===== config.mk =====
export PLATFORM = sky130hd
export DESIGN_NAME = seq_miter_cmp
export DESIGN_NICKNAME = d
export VERILOG_FILES = /design/src/rtl/seq_miter_cmp.sv
export SDC_FILE = /design/constraint.sdc
export NUM_CORES = 1
export LEC_CHECK = 0
export CAP_MARGIN = 20
export CORE_ASPECT_RATIO = 1.4
export CORE_MARGIN = 1
export CORE_UTILIZATION = 40
export CTS_CLUSTER_DIAMETER = 200
export DETAILED_ROUTE_END_ITERATION = 10
export PLACE_DENSITY = 0.72
export REMOVE_ABC_BUFFERS = 1
export SLEW_MARGIN = 40
export SYNTH_ARGS = -nofsm -noshare
export SYNTH_HDL_FRONTEND = slang
export SYNTH_SLANG_ARGS = --single-unit
export TNS_END_PERCENT = 100

===== constraint.sdc =====
create_clock -name clk -period 2 [get_ports clk]
set_input_delay 0.4 -clock clk [delete_from_list [all_inputs] [get_ports clk]]
set_output_delay 0.4 -clock clk [all_outputs]
set_load 0.01 [all_outputs]

===== src/rtl/seq_miter_cmp.sv =====
// Sequential miter: compares a gate-level stream against a gold stream delayed by
// DELAY valid beats, with per-bit care masks, saturating counters and first-failure capture.
module seq_miter_cmp #(
   parameter  int WIDTH    = 8,
   parameter  int CHANNELS = 4,
   parameter  int DELAY    = 2,
   parameter  int CNT_W    = 16,
   localparam int CH_W     = (CHANNELS > 1) ? $clog2(CHANNELS) : 1,
   localparam int BUS_W    = CHANNELS * WIDTH
) (
   input  logic                clk,
   input  logic                rst_n,
   input  logic                start,
   input  logic                stop,
   input  logic                valid,
   input  logic [BUS_W-1:0]    gold_in,
   input  logic [BUS_W-1:0]    gate_in,
   input  logic [BUS_W-1:0]    care,
   output logic [1:0]          state,
   output logic [CHANNELS-1:0] mismatch,
   output logic                fail,
   output logic [CH_W-1:0]     first_chan,
   output logic [CNT_W-1:0]    first_beat,
   output logic [CNT_W-1:0]    err_count,
   output logic [CNT_W-1:0]    beat_count
);

   typedef enum logic [1:0] {
      S_IDLE   = 2'd0,
      S_WARMUP = 2'd1,
      S_CHECK  = 2'd2,
      S_DONE   = 2'd3
   } state_t;

   localparam state_t ARM_STATE = (DELAY > 0) ? S_WARMUP : S_CHECK;
   localparam int FILL_W = (DELAY > 0) ? $clog2(DELAY + 1) : 1;
   localparam logic [FILL_W-1:0] FILL_LAST = FILL_W'((DELAY > 0) ? DELAY - 1 : 0);

   function automatic logic [CNT_W-1:0] sat_inc(input logic [CNT_W-1:0] v);
      return (v == {CNT_W{1'b1}}) ? v : v + 1'b1;
   endfunction

   function automatic logic [CH_W-1:0] lowest_set(input logic [CHANNELS-1:0] vec);
      logic [CH_W-1:0] idx;
      idx = '0;
      for (int c = CHANNELS - 1; c >= 0; c--) begin
         if (vec[c]) idx = CH_W'(c);
      end
      return idx;
   endfunction

   state_t              r_state;
   state_t              w_state_nxt;
   logic [FILL_W-1:0]   r_fill;
   logic                w_shift;
   logic [BUS_W-1:0]    w_gold_d;
   logic [BUS_W-1:0]    w_diff;
   logic                w_vld_p0;
   logic [CHANNELS-1:0] w_fail_vec_p0;

   logic [CHANNELS-1:0] r_mismatch_p1;
   logic                r_fail_p1;
   logic [CH_W-1:0]     r_first_chan_p1;
   logic [CNT_W-1:0]    r_first_beat_p1;
   logic [CNT_W-1:0]    r_err_p1;
   logic [CNT_W-1:0]    r_beat_p1;

   // start outranks stop and any beat arriving in the same cycle
   always_comb begin
      w_state_nxt = r_state;
      if (start) begin
         w_state_nxt = ARM_STATE;
      end else begin
         case (r_state)
            S_WARMUP: begin
               if (stop)                              w_state_nxt = S_DONE;
               else if (valid && r_fill == FILL_LAST) w_state_nxt = S_CHECK;
            end
            S_CHECK: if (stop) w_state_nxt = S_DONE;
            default: w_state_nxt = r_state;
         endcase
      end
   end

   always_ff @(posedge clk or negedge rst_n) begin
      if (!rst_n) begin
         r_state <= S_IDLE;
         r_fill  <= '0;
      end else begin
         r_state <= w_state_nxt;
         if (start)                                   r_fill <= '0;
         else if (r_state == S_WARMUP && valid && !stop) r_fill <= r_fill + 1'b1;
      end
   end

   assign w_shift = valid && !start && (r_state == S_WARMUP || r_state == S_CHECK);

   generate
      if (DELAY > 0) begin : g_dl
         logic [BUS_W-1:0] r_gold_dl [DELAY];
         always_ff @(posedge clk or negedge rst_n) begin
            if (!rst_n) begin
               for (int i = 0; i < DELAY; i++) r_gold_dl[i] <= '0;
            end else if (start) begin
               for (int i = 0; i < DELAY; i++) r_gold_dl[i] <= '0;
            end else if (w_shift) begin
               r_gold_dl[0] <= gold_in;
               for (int i = 1; i < DELAY; i++) r_gold_dl[i] <= r_gold_dl[i-1];
            end
         end
         assign w_gold_d = r_gold_dl[DELAY-1];
      end else begin : g_nodl
         assign w_gold_d = gold_in;
      end
   endgenerate

   // stage 0: masked per-channel compare of the current beat
   assign w_vld_p0 = (r_state == S_CHECK) && valid && !start;
   assign w_diff   = (w_gold_d ^ gate_in) & care;

   always_comb begin
      w_fail_vec_p0 = '0;
      for (int c = 0; c < CHANNELS; c++) begin
         w_fail_vec_p0[c] = |w_diff[c*WIDTH +: WIDTH];
      end
   end

   // stage 1: registered results, cleared by reset or a new run
   always_ff @(posedge clk or negedge rst_n) begin
      if (!rst_n) begin
         r_mismatch_p1   <= '0;
         r_fail_p1       <= 1'b0;
         r_first_chan_p1 <= '0;
         r_first_beat_p1 <= '0;
         r_err_p1        <= '0;
         r_beat_p1       <= '0;
      end else if (start) begin
         r_mismatch_p1   <= '0;
         r_fail_p1       <= 1'b0;
         r_first_chan_p1 <= '0;
         r_first_beat_p1 <= '0;
         r_err_p1        <= '0;
         r_beat_p1       <= '0;
      end else if (w_vld_p0) begin
         r_mismatch_p1 <= w_fail_vec_p0;
         r_beat_p1     <= sat_inc(r_beat_p1);
         if (|w_fail_vec_p0) begin
            r_err_p1  <= sat_inc(r_err_p1);
            r_fail_p1 <= 1'b1;
            if (!r_fail_p1) begin
               r_first_chan_p1 <= lowest_set(w_fail_vec_p0);
               r_first_beat_p1 <= r_beat_p1;
            end
         end
      end
   end

   assign state      = r_state;
   assign mismatch   = r_mismatch_p1;
   assign fail       = r_fail_p1;
   assign first_chan = r_first_chan_p1;
   assign first_beat = r_first_beat_p1;
   assign err_count  = r_err_p1;
   assign beat_count = r_beat_p1;

endmodule

==> results.md <==
* Vias in the first global route at ~5,500
* Synth Cell Area at about 6100 µm²
* Fraction of layout cells with a size suffix above 1 at 17.1%
* Worst R2R Setup Slack at -20 ps
* Power per standard cell area at 725 nW/µm²
* GRT overflow at 0
* Placed cell count at between 1,000 and 1,500
* Root Buffer: clkbuf_16
* FF-to-FF Start: w_gold_d[14]$_DFFE_PN0P_
* Max Slew Vio Count at 0
* Final Non-Filler Cells at 1,048
* Routed vias at ~5,500
* Final net count at roughly 950
* Dpl cell area at 8230 µm²
* FMAX at between 400 and 500 MHz
* Tcrit/Tclk final at 101%
* Clock slew at the register clock pins of the worst setup and hold paths at 60 ps
* Slew Limit Headroom at 51.9%
* Max FO, Critical Path at 17
* Hold depth at 3
* Register area at 3080 µm²
* Maximum clock path buffer count at 2
* P&R area growth vs syn at 48.3%
* Crit-path cells: xor2_1 > a22oi_1 > nand4_2 > buf_6 > nor3_4 > a21oi_2 > buf_12 > mux2_4
* DP HPWL at 12.1 mm
* Via density at 5.22
* Final antenna-violating net count at 0
* CP endpoint kind: flop
* Reg2reg path depth at 8
* Area contributors post-synth: dfrtp_1 (51%), nand2_1 (9.4%), a21oi_1 (5.9%)
* Post-layout instance area at 8990 µm²
* Yosys warnings at 0
* Largest net degree at the start of global routing at 72
* Mean cell area of the mapped netlist at around 9.5 µm²
* Initial antenna violation count at 0
* Crit Reg-Reg Endpoint: first_beat[2]$_DFFE_PN0P_
* RSZ-0062 raised after global routing: true
* FF+latch count, synth at 123
* EDFF count, synth at 0
* # Max-Cap Violations at 0
* TritonCTS clock tree: yes
* Asr flop ratio synth at between 90% and 100%
* Hold Path Origin: start
* Crit Path Category: flop to flop
* Synth cell types at 55
* Peak VDD IR at 407 µV
* Avg WL per Cell at 15.8 µm
* Top FF cell, synth: dfrtp_1
* Hold Path End: beat_count[5]$_DFFE_PN0P_
* Final min period at 2020 ps
* IO Port Bufs at about 160
* Core ar. at ~15,000 µm²
* CP max stage cell: dfrtp_1
* Rows at between 50 and 60
* Initial Util at 41.4%
* Length of the first detailed-routing pass in iterations at 5
* First-pass GRT wire length at between 20 and 30 mm
* RePlAce Congestion at 0.841
* Final WS setup at -23.5 ps
* Run status: finished with violations
* Biggest area consumer among synthesized cells: dfrtp_1
* CP startpoint kind: flop
* CP peak stage delay at approximately 400 ps
* CP Data Required Time at 2290 ps
* Die Height at 148 µm
* Area of the multi-input gates at 2930 µm²
* Worst Skew at 5.42 ps
* Slew @ Worst Pin at 722 ps
* Die width at 106 µm
* Worst Path Arrival at 2310 ps
* I/O pins at between 150 and 200
* Cells after Synth at 638
* Drt total wl at 16.5 mm
* CTS buffer count at 17
* # fillers at 1,227
* Die footprint at roughly 16,000 µm²
* Min-delay worst type: primary input to flop
* Skew-Pair Late Insertion Delay at just over 400 ps
* Tot GR Track Use at 21.7%
* H-tree depth at 4
* Post-synthesis sequential area ratio at 50.8%
* Failing checks: negative setup slack
* Post-route DRC at 0
* Final setup viols at 14
* Synth top area share at 50.8%
* # diodes at 0
* Sink Count at 123
* Leak Pwr at 3.92 nW
* Final Hold Vio Count at 0
* Initial DRC count at 212
metrics by stage:
| stage | util, % | setup slack, ps | power, mW | hold slack (ps) | TNS, ps |
|---|---|---|---|---|---|
| 5_1_grt | 61.4 | -122 | 6.79 | 450 | -2970 |
| 6_report | 61.4 | -23.5 | 6.52 | 438 | -172 |
| 3_5_place_dp | 56.2 | -594 | 3.65 | 394 | -19330 |
| 3_3_place_gp | 56.2 | -500 | 3.61 | 388 | -16320 |
| 4_1_cts | 60.9 | -47.4 | 6.57 | 410 | -397 |
| 2_1_floorplan | - | -1080 | 3.06 | 104 | -73520 |
cell type report:
cell class,instances,area share (%)
well taps,189,2.63
clock inverters,10,1.03
inverters,10,0.418
clock buffers,22,5.28
multi-input cells,472,32.6
repair buffers,222,23.8
flip-flops and latches,123,34.2
registers in the layout, summed over array words and instances (netlist names):
register,cells
err_count,16
mismatch,4
first_chan,2
fail,1
r_fill,2
g_dl.r_gold_dl,32
beat_count,16
state,2
first_beat,16
w_gold_d,32
logic make-up (layout without fill, tap and decap cells):
| group | Yosys count | count (layout) | share of synthesized area, % |
|---|---|---|---|
| fa+ha+maj | 5 | 5 | 1.03 |
| buf+inv | 43 | 264 | 2.87 |
| simple gates | 268 | 268 | 20.5 |
| mux | 17 | 17 | 3.72 |
| compound gates | 136 | 136 | 14.5 |
| flops | 123 | 123 | 50.8 |
| xor+xnor | 46 | 46 | 6.65 |
Yosys cell counts (all sizes together) (3+ instances only):
| cell | number |
|---|---|
| nand2 | 152 |
| dfrtp | 123 |
| a21oi | 73 |
| xor2 | 41 |
| nor2 | 37 |
| clkbuf | 24 |
| mux2 | 17 |
| nand4 | 17 |
| nor2b | 17 |
| a22oi | 16 |
| nand3 | 14 |
| inv | 10 |
| buf | 9 |
| a31oi | 8 |
| and3 | 7 |
| o32a | 7 |
| ha | 5 |
| nor3 | 5 |
| o21ai | 5 |
| xnor2 | 5 |
| a22o | 4 |
| and2 | 4 |
| a2111oi | 3 |
| nand2b | 3 |
| or3 | 3 |
how the worst max path moves through the flow:
stage                             start                        endpoint  slack, ps  depth (start not counted)
6_report       w_gold_d[14]$_DFFE_PN0P_       first_beat[2]$_DFFE_PN0P_        -20                          8
5_1_grt        w_gold_d[10]$_DFFE_PN0P_       first_beat[2]$_DFFE_PN0P_       -120                          8
4_1_cts        w_gold_d[23]$_DFFE_PN0P_        err_count[5]$_DFFE_PN0P_        -50                          8
3_5_place_dp                gate_in[27]        err_count[9]$_DFFE_PN0P_       -590                          9
3_3_place_gp                gate_in[31]        err_count[9]$_DFFE_PN0P_       -500                          9
2_1_floorplan      state[0]$_DFFE_PN0P_  g_dl.r_gold_dl[32]$_DFFE_PN0P_      -1080                          5
layer usage:
layer  global-route usage [%]  part of all wire [%]
met4                     7.43                   1.7
met2                     39.8                    55
met5                        0                     0
met3                     4.59                   4.1
met1                     24.8                    40
critical path: cells and delay by family, from the launching register on:
family          cells  cell delay, ps
mux                 1             300
buf+inv             2             330
xor+xnor            1             140
flops               1             390
simple gates        2             410
compound gates      2             310
power by group:
part	internal, mW	switching (mW)
Combinational	0.486	0.445
Clock	1.80	1.09
Sequential	2.60	0.0924
Total	4.89	1.62
repair_timing:
action                                  CTS  global route
hold endpoints to repair                 30             0
cloned                                    1             0
setup buffers                             5             1
hold buffers                              1             0
pin swaps                                18            20
endpoints found under the setup margin   31            37
resized for setup                        26            15
cells in the final DEF, fill, tap and decap left out, types with 3 or more instances in the layout:
cell type | netlist | final
dlygate4sd2_1 | 0 | 6
nand4_2 | 3 | 3
nand2_1 | 152 | 152
mux2_2 | 8 | 8
a31oi_1 | 8 | 8
clkinvlp_4 | 0 | 4
clkinv_2 | 0 | 3
clkbuf_8 | 0 | 3
buf_4 | 0 | 54
a22oi_1 | 16 | 8
nand3_1 | 14 | 14
mux2_4 | 9 | 9
o32a_1 | 7 | 7
xnor2_1 | 5 | 5
inv_1 | 10 | 10
nand4_1 | 14 | 14
clkdlybuf4s50_1 | 0 | 148
a21oi_1 | 72 | 70
nor2_1 | 37 | 34
a22oi_2 | 0 | 8
a22o_1 | 4 | 4
buf_6 | 1 | 7
clkbuf_16 | 0 | 17
buf_12 | 0 | 5
dfrtp_1 | 123 | 123
and3_1 | 6 | 6
nor2b_1 | 17 | 17
ha_1 | 5 | 5
or3_1 | 3 | 3
xor2_1 | 41 | 41
Note: power is estimated with default switching activity, not from simulation.
